<file path="config.mk">
export PLATFORM = sky130hd
export DESIGN_NAME = regfile_scoreboard
export DESIGN_NICKNAME = d
export VERILOG_FILES = /design/src/rtl/regfile_pkg.sv /design/src/rtl/rf_read_port.sv /design/src/rtl/regfile_scoreboard.sv
export SDC_FILE = /design/constraint.sdc
export NUM_CORES = 2
export LEC_CHECK = 0
export CORE_MARGIN = 2
export CORE_UTILIZATION = 55
export DETAILED_ROUTE_END_ITERATION = 10
export GPL_ROUTABILITY_DRIVEN = 0
export PLACE_DENSITY = 0.72
export SKIP_LAST_GASP = 1
export SYNTH_ARGS = -nofsm -noshare
export SYNTH_HDL_FRONTEND = slang
export SYNTH_SLANG_ARGS = --single-unit
</file>
<file path="constraint.sdc">
create_clock -name clk -period 38.7 [get_ports clk]
set_input_delay 3.87 -clock clk [delete_from_list [all_inputs] [get_ports clk]]
set_output_delay 3.87 -clock clk [all_outputs]
set_load 0.01 [all_outputs]
</file>
<file path="src/rtl/regfile_pkg.sv">
// Shared defaults and helpers for the register file with issue scoreboard.
package regfile_pkg;

  localparam int DEF_DATA_W = 32;
  localparam int DEF_ADDR_W = 5;
  localparam int DEF_NUM_RD = 2;

  // Widest pending vector the popcount helper accepts (ADDR_W up to 10).
  localparam int POP_MAX_W = 1024;

  // Number of set bits; callers zero-extend narrower vectors.
  function automatic logic [31:0] popcount(input logic [POP_MAX_W-1:0] v);
    logic [31:0] cnt;
    cnt = '0;
    for (int i = 0; i < POP_MAX_W; i++) begin
      cnt = cnt + 32'(v[i]);
    end
    return cnt;
  endfunction

endpackage

</file>
<file path="src/rtl/rf_read_port.sv">
// One combinational read port: write bypass, hardwired-zero register, busy flag.
module rf_read_port #(
  parameter int DATA_W   = 32,
  parameter int ADDR_W   = 5,
  parameter int ZERO_REG = 1
) (
  input  logic [ADDR_W-1:0] raddr,
  input  logic [DATA_W-1:0] reg_data,
  input  logic              pending_bit,
  input  logic              we,
  input  logic [ADDR_W-1:0] waddr,
  input  logic [DATA_W-1:0] wdata,
  output logic [DATA_W-1:0] rdata,
  output logic              rbusy
);

  logic hit;
  logic is_zero;

  // Select stored data, forwarded write data, or the constant zero register.
  always_comb begin
    hit     = we && (waddr == raddr);
    is_zero = (ZERO_REG != 0) && (raddr == '0);
    if (is_zero) begin
      rdata = '0;
    end else if (hit) begin
      rdata = wdata;
    end else begin
      rdata = reg_data;
    end
    // A same-cycle write delivers the operand, so it is no longer busy.
    rbusy = pending_bit && !hit;
  end

endmodule

</file>
<file path="src/rtl/regfile_scoreboard.sv">
// Multi-port register file with a pending-write scoreboard for issue control.
module regfile_scoreboard
  import regfile_pkg::*;
#(
  parameter int DATA_W   = DEF_DATA_W,
  parameter int ADDR_W   = DEF_ADDR_W,
  parameter int NUM_RD   = DEF_NUM_RD,
  parameter int ZERO_REG = 1
) (
  input  logic                     clk,
  input  logic                     reset,
  input  logic                     we,
  input  logic [ADDR_W-1:0]        waddr,
  input  logic [DATA_W-1:0]        wdata,
  input  logic [NUM_RD*ADDR_W-1:0] raddr,
  output logic [NUM_RD*DATA_W-1:0] rdata,
  output logic [NUM_RD-1:0]        rbusy,
  input  logic                     issue_en,
  input  logic [ADDR_W-1:0]        issue_addr,
  output logic                     issue_ready,
  input  logic                     flush,
  output logic [ADDR_W:0]          pend_cnt
);

  localparam int DEPTH = 2 ** ADDR_W;

  logic [DATA_W-1:0]    regs [DEPTH];
  logic [DEPTH-1:0]     pending_reg;
  logic [DEPTH-1:0]     pending_next;
  logic [ADDR_W:0]      pend_cnt_reg;
  logic [ADDR_W:0]      pend_cnt_next;
  logic [POP_MAX_W-1:0] pop_vec;
  logic                 we_eff;
  logic                 wr_zero;
  logic                 iss_zero;
  logic                 issue_take;

  // Gate writes while reset is held so the bypass path also reads zero.
  always_comb begin
    we_eff   = we && !reset;
    wr_zero  = (ZERO_REG != 0) && (waddr == '0);
    iss_zero = (ZERO_REG != 0) && (issue_addr == '0);
  end

  // Next scoreboard state: write clears, issue sets (issue wins), flush clears all.
  always_comb begin
    issue_ready  = iss_zero || !pending_reg[issue_addr] ||
                   (we_eff && (waddr == issue_addr));
    issue_take   = issue_en && issue_ready && !iss_zero;
    pending_next = pending_reg;
    if (we_eff) begin
      pending_next[waddr] = 1'b0;
    end
    if (issue_take) begin
      pending_next[issue_addr] = 1'b1;
    end
    if (flush) begin
      pending_next = '0;
    end
    pop_vec              = '0;
    pop_vec[DEPTH-1:0]   = pending_next;
    pend_cnt_next        = (ADDR_W + 1)'(popcount(pop_vec));
  end

  // Register storage; the zero register is never written when hardwired.
  always_ff @(posedge clk or posedge reset) begin
    if (reset) begin
      for (int i = 0; i < DEPTH; i++) begin
        regs[i] <= '0;
      end
    end else if (we && !wr_zero) begin
      regs[waddr] <= wdata;
    end
  end

  // Scoreboard bits and their registered population count.
  always_ff @(posedge clk or posedge reset) begin
    if (reset) begin
      pending_reg  <= '0;
      pend_cnt_reg <= '0;
    end else begin
      pending_reg  <= pending_next;
      pend_cnt_reg <= pend_cnt_next;
    end
  end

  assign pend_cnt = pend_cnt_reg;

  generate
    for (genvar gi = 0; gi < NUM_RD; gi++) begin : g_rd
      logic [ADDR_W-1:0] ra;
      assign ra = raddr[gi*ADDR_W +: ADDR_W];

      rf_read_port #(
        .DATA_W   (DATA_W),
        .ADDR_W   (ADDR_W),
        .ZERO_REG (ZERO_REG)
      ) u_rp (
        .raddr       (ra),
        .reg_data    (regs[ra]),
        .pending_bit (pending_reg[ra]),
        .we          (we_eff),
        .waddr       (waddr),
        .wdata       (wdata),
        .rdata       (rdata[gi*DATA_W +: DATA_W]),
        .rbusy       (rbusy[gi])
      );
    end
  endgenerate

endmodule

</file>
Yosys cells after proc, flatten, opt, wreduce, memory -nomap -nowiden --
Index checks and enable logic that the tools add are counted.
Word-level totals: register bits 1062, latch bits 0, memory bits (writable) 0, ROM bits 0, input port bits 57, output and inout bits 73, logic and storage cells 134, memories kept 0
Cells by class: $add $sub $neg 31, multiply operators 0, divide/modulo/power cells 0, magnitude comparators 10, equality and inequality tests 3, shift operators 0, mux-type cells 26, bitwise gates (word level) 6, reductions and logical operators 24
Operators with widths (count):
- 1024-bit bitwise mux | 1
- 32-bit 2-to-1 mux | 12
- 32-bit binary-select mux with 5-bit select | 2
- 32-bit demux with 5-bit select | 1
- 6-bit by 1-bit adder with 6-bit output | 26
- 32-bit bitwise AND | 1
- 32-bit NOT | 1
- 32-bit bitwise OR | 1
- 5-bit by 6-bit less-than comparator with 1-bit output (second input constant) | 4
- 5-bit logical NOT | 4
- 6-bit >= comparator (second input constant) | 3
- 5-bit NOT with 6-bit output | 3
- 1-bit binary-select mux with 5-bit select | 3
- 5-bit == test | 3
- 1-bit logical AND | 12
- 1-bit demux with 5-bit select | 2
- 5-bit by 1-bit >= comparator with 1-bit output (second input constant) | 2
- 5-bit by 1-bit adder with 6-bit output | 1
- 1-bit logical NOT | 6
- 6-bit by 1-bit less-than comparator with 1-bit output (second input constant) | 1
- 4-bit by 1-bit adder with 5-bit output | 1
- 1-bit 2-to-1 mux | 5
- 3-bit by 1-bit adder with 4-bit output | 1
- 2-bit by 1-bit adder with 3-bit output | 1
- 2 further kinds | 3

Logic depth before layout (Yosys ltp) --
depth in word-level cells 41, mapped depth 22, gate-level depth less buffers 19

By module --
Synthesis repeated with hierarchy kept, for this count alone.
Second synthesis, totals: cell total of the unflattened synthesis 3725, area total of the unflattened synthesis 58593.7 sq um
By module, submodules not included:
- regfile_scoreboard | instances 1, cells an instance 3477, area an instance 57289.9 sq um, seq. area each 26575.5 sq um
- rf_read_port | instances 2, cells an instance 124, area an instance 651.9 sq um, seq. area each 0.0 sq um

Worst setup path before layout --
No wires, ideal clock.
kind input-to-reg, start input port issue_addr[1], end register pend_cnt_reg[4], in the netlist pend_cnt[4], setup time 80 ps, arrival time 9580 ps, data required time 38620 ps, path slack 29040 ps, stages on the path 22, path buffers 3, path through clkbuf_1 > buf_4 > mux2i_1 > o221ai_1 > a22oi_1 > a31oi_2 > buf_2 > o31a_1 > fa_1 > fa_1 > inv_1 > fa_1 > fa_1 > fa_1 > inv_1 > fa_1 > inv_1 > ha_1 > fa_1 > a21o_1 > a21oi_1 > xnor2_1
Between the ends: word-level cells in the longest chain between the ends 40, elaborated cells on any way between the ends 50, classes of those cells add/sub (31); order compare (2); eq/ne (1); mux (6); bitwise (1); reduce/logical (9)
RTL lines:
- start, declared | RTL line regfile_scoreboard.sv:19 | input logic [ADDR_W-1:0] issue_addr,
- branches (longest 7 deep; another with 5-bit by 6-bit less-than comparator with 1-bit output)
- 32-bit 2-to-1 mux * | RTL line regfile_scoreboard.sv:54 | if (issue_take) begin
- 32-bit 2-to-1 mux * | RTL line regfile_scoreboard.sv:57 | if (flush) begin
- 1-bit by 1-bit adder with 2-bit output | RTL line regfile_pkg.sv:16 | cnt = cnt + 32'(v[i]);
- 2-bit by 1-bit adder with 3-bit output | RTL line regfile_pkg.sv:16
- 3-bit by 1-bit adder with 4-bit output | RTL line regfile_pkg.sv:16
- 4-bit by 1-bit adder with 5-bit output | RTL line regfile_pkg.sv:16
- 5-bit by 1-bit adder with 6-bit output | RTL line regfile_pkg.sv:16
- 6-bit by 1-bit adder with 6-bit output (25 in series) | RTL line regfile_pkg.sv:16
- 6-bit by 1-bit adder with 6-bit output * | RTL line regfile_pkg.sv:16
- via pend_cnt_next[4] | RTL line regfile_scoreboard.sv:31 | logic [ADDR_W:0] pend_cnt_next;
- end signal, assigned | RTL line regfile_scoreboard.sv:83 | pend_cnt_reg <= pend_cnt_next;
- end, declared | RTL line regfile_scoreboard.sv:30 | logic [ADDR_W:0] pend_cnt_reg;
Mark *: on every way through the listed nets, which the timed path passes. The select of a mux whose other input is x is not followed. A chain may end at the register's enable or synchronous reset.

Final worst setup path --
start input port raddr[7], end output port rdata[49]
Between the ends: word-level cells in the longest chain between the ends 6, elaborated cells on any way between the ends 9, classes of those cells eq/ne (1); mux (5); bitwise (1); reduce/logical (2)
RTL lines:
- start, declared | RTL line regfile_scoreboard.sv:15 | input logic [NUM_RD*ADDR_W-1:0] raddr,
- 5-bit NOT with 6-bit output (implied by the code) | RTL line regfile_scoreboard.sv:100 | .reg_data (regs[ra]),
- 32-bit binary-select mux with 5-bit select | RTL line regfile_scoreboard.sv:100
- 32-bit 2-to-1 mux (implied by the code) (2 in series) | RTL line regfile_scoreboard.sv:100
- 32-bit 2-to-1 mux | RTL line rf_read_port.sv:26 | end else if (hit) begin
- 32-bit 2-to-1 mux * | RTL line rf_read_port.sv:24 | if (is_zero) begin
- end, declared | RTL line regfile_scoreboard.sv:16 | output logic [NUM_RD*DATA_W-1:0] rdata,
Mark *: on every way between the ends. The rest lies on a longest branch, timed or not. The select of a mux whose other input is x is not followed.

==> impl_metrics.tcl <==
set metrics [dict create \
    netlist_instances 3909 \
    synth_xor_area_share_pct 0.269 \
    mappedNetlistNets 3997 \
    largest_reg_flops 1024 \
    tightest_slew_ns 1.31 \
    die_h_um 331 \
    ioPinCount 130 \
    routed_wl_um 181000 \
    place_inst 5080 \
    drive_gt1_share_pct 43.4 \
    crit_path_start_kind "input pin" \
    slew_headroom_pct 12.8 \
    clockBufferDepth 3 \
    core_mm2 0.106 \
    ys.flop_type "dfrtp_1" \
    grt_max_degree 111 \
    cts_inserted_buffers 114 \
    synth_common_cells "dfrtp_1, mux2_2, mux4_2" \
    synth_warnings 0 \
    finalHoldViolations 0 \
    powerDensity_mw_per_mm2 50.4 \
    design_area_mm2 0.0644 \
    rows 119 \
    end_kind "output pin" \
    hp-class "reg -> reg" \
    synth-simple-area-share_pct 3.05 \
    cts_setup_buffers 0 \
    crit_fanout 36 \
    antenna_left 0 \
    slew_viol_final 0 \
    dp_hpwl_um 97700 \
    cts_tree "yes" \
    clock_sinks 1062 \
    avgSynthCellArea_um2 15.0 \
    synth_fa_ha_area_share_pct 0.968 \
    syn_area_mm2 0.0587 \
    async_flop_share_pct 100 \
    antenna_found_initial 6 \
    yosysMostFrequentCell "dfrtp_1" \
    p_leak_nw 27.8 \
    fin_cells 5294 \
    cap_violations 0 \
    cts_root_buf "clkbuf_16" \
    status "finished, final reports clean" \
    area_growth_pct 9.68 \
    drc_errors 0 \
    post-route-util_pct 61.0 \
    die_w_um 331 \
    synth.area.mux_share_pct 42.4 \
    first_iter_violations 4057 \
    dr.pass1.iters 5 \
    cts.reportedPaths.clkPinSlew_ns 0.06 \
    grt.total_usage_pct 33.7 \
    start_util_pct 55.6 \
    postCtsHoldBufs 0 \
    rsz0062_at_grt "false" \
    synth_seq_cells 1062 \
    setup_ws_ns 26.30 \
    finalCritPeriodShare_pct 32.0 \
    io_buffers 129 \
    h-tree-depth 3 \
    nFillCells 7831 \
    dieArea_mm2 0.109 \
    place_ws_ns 26.33 \
    viasPerCell 7.17 \
    final_net_count 3893 \
    synth_top_family_by_area "multiplexers" \
    layout_min_cycle_time_ns 12.40 \
    clock_skew_ns 0.0181 \
    grt-ovfl-total 0 \
    setup_violations 0 \
    seq_area_frac_synth_pct 45.3 \
    critPathKind "in -> out" \
    wire_per_inst_um 34.1 \
    synth_edf_count 0 \
    grt_pass1_wl_um 266000 \
    fmaxAchievable_mhz 80.7 \
    tns_ns 0 \
    clock_latency_ns 0.72 \
    placed_area_mm2 0.0606 \
    synth_compound_area_share_pct 4.09 \
    synth.distinct_cells 64 \
    synthTopCellsByArea "dfrtp_1, mux4_2, mux2_2" \
    vdd_drop_max_uv 37.6 \
    cts_resized 0 \
    yosysTopAreaCell "dfrtp_1" \
    num_vias 38000 \
    synth_top_area_share_pct 45.3 \
    crit_arrival_ns 8.53 \
    first_global_vias 38800 \
    crit_required_ns 34.83 \
]
## critical path: stages
cell	delay, ns
buf_4	0.50
buf_4	0.62
buf_4	0.58
clkinv_2	0.45
buf_4	0.51
mux2i_1	0.21
o22ai_1	0.19
a211oi_1	0.11
nor3_1	0.71
clkdlybuf4s50_1	0.69
## layout by cell type, fill, tap and decap left out, types with 16 or more instances in the layout
cell type	count
a2111oi_0	17
a211oi_1	23
a21o_1	22
a221o_1	41
and3_1	17
buf_4	99
clkbuf_1	26
clkbuf_16	116
clkbuf_8	23
clkdlybuf4s50_1	120
clkinv_2	30
dfrtp_1	1062
fa_1	24
inv_1	25
mux2_1	237
mux2_2	790
mux2i_1	98
mux4_2	548
nand2_1	98
nand2_4	16
nand3b_1	37
nor2_1	35
nor2_4	16
nor2b_1	41
o22ai_1	43
o31ai_1	48
xnor2_1	17
## through the flow
step	power, mW	hold slack (ns)
after floorplan	1.95	0.441
after global placement	2.11	0.377
after detailed placement	2.14	0.382
after CTS	3.25	0.396
after global routing	3.36	0.410
final	3.25	0.393
## routing by layer
metal / vias to the layer above / GRT usage, % / wire (um)
met4: 10 / 13.2 / 7450
li1: 14900 / - / -
met1: 20600 / 47.3 / 71300
met3: 445 / 8.32 / 18200
met5: - / 0 / 65
met2: 2009 / 51.1 / 83400
## final cells by class
class | instances | area [um^2] | share of cell area [%]
Clock inverter | 48 | 472 | 0.733
Timing Repair Buffer | 226 | 2040 | 3.17
Tap cell | 1391 | 1740 | 2.70
Antenna cell | 1 | 2.50 | 0.00389
Clock buffer | 165 | 3320 | 5.15
Multi-Input combinational cell | 2373 | 30100 | 46.8
Inverter | 28 | 114 | 0.177
Sequential cell | 1062 | 26600 | 41.3
## where the power goes
part | internal, mW | switching, mW | total [mW] | leakage (nW)
Combinational | 0.403 | 0.268 | 0.671 | 12.2
Sequential | 1.31 | 0.147 | 1.46 | 13.7
Clock | 0.641 | 0.473 | 1.11 | 1.87
## path summary, 6_finish.rpt
path                                      startpoint               endpoint  slack (ns)  cells after the start
setup / recovery                            raddr[7]              rdata[49]       26.30                     10
hold / removal                 regs[992]$_DFFE_PP0P_  regs[992]$_DFFE_PP0P_        0.39                      0
setup reg to reg           pending_reg[20]$_DFF_PP0_  pend_cnt[4]$_DFF_PP0_       32.34                     19
hold reg to reg                regs[992]$_DFFE_PP0P_  regs[992]$_DFFE_PP0P_        0.39                      0
max in group asynchronous                      reset   regs[84]$_DFFE_PP0P_       31.55                      5
min in group asynchronous                      reset  regs[797]$_DFFE_PP0P_        3.79                      2
## logic make-up after synthesis
logic type / after synthesis
compound gates: 309
buf+inv: 474
fa+ha+maj: 31
mux: 1673
simple gates: 342
flops: 1062
xor+xnor: 18
Power figures use the tool's default switching activity.
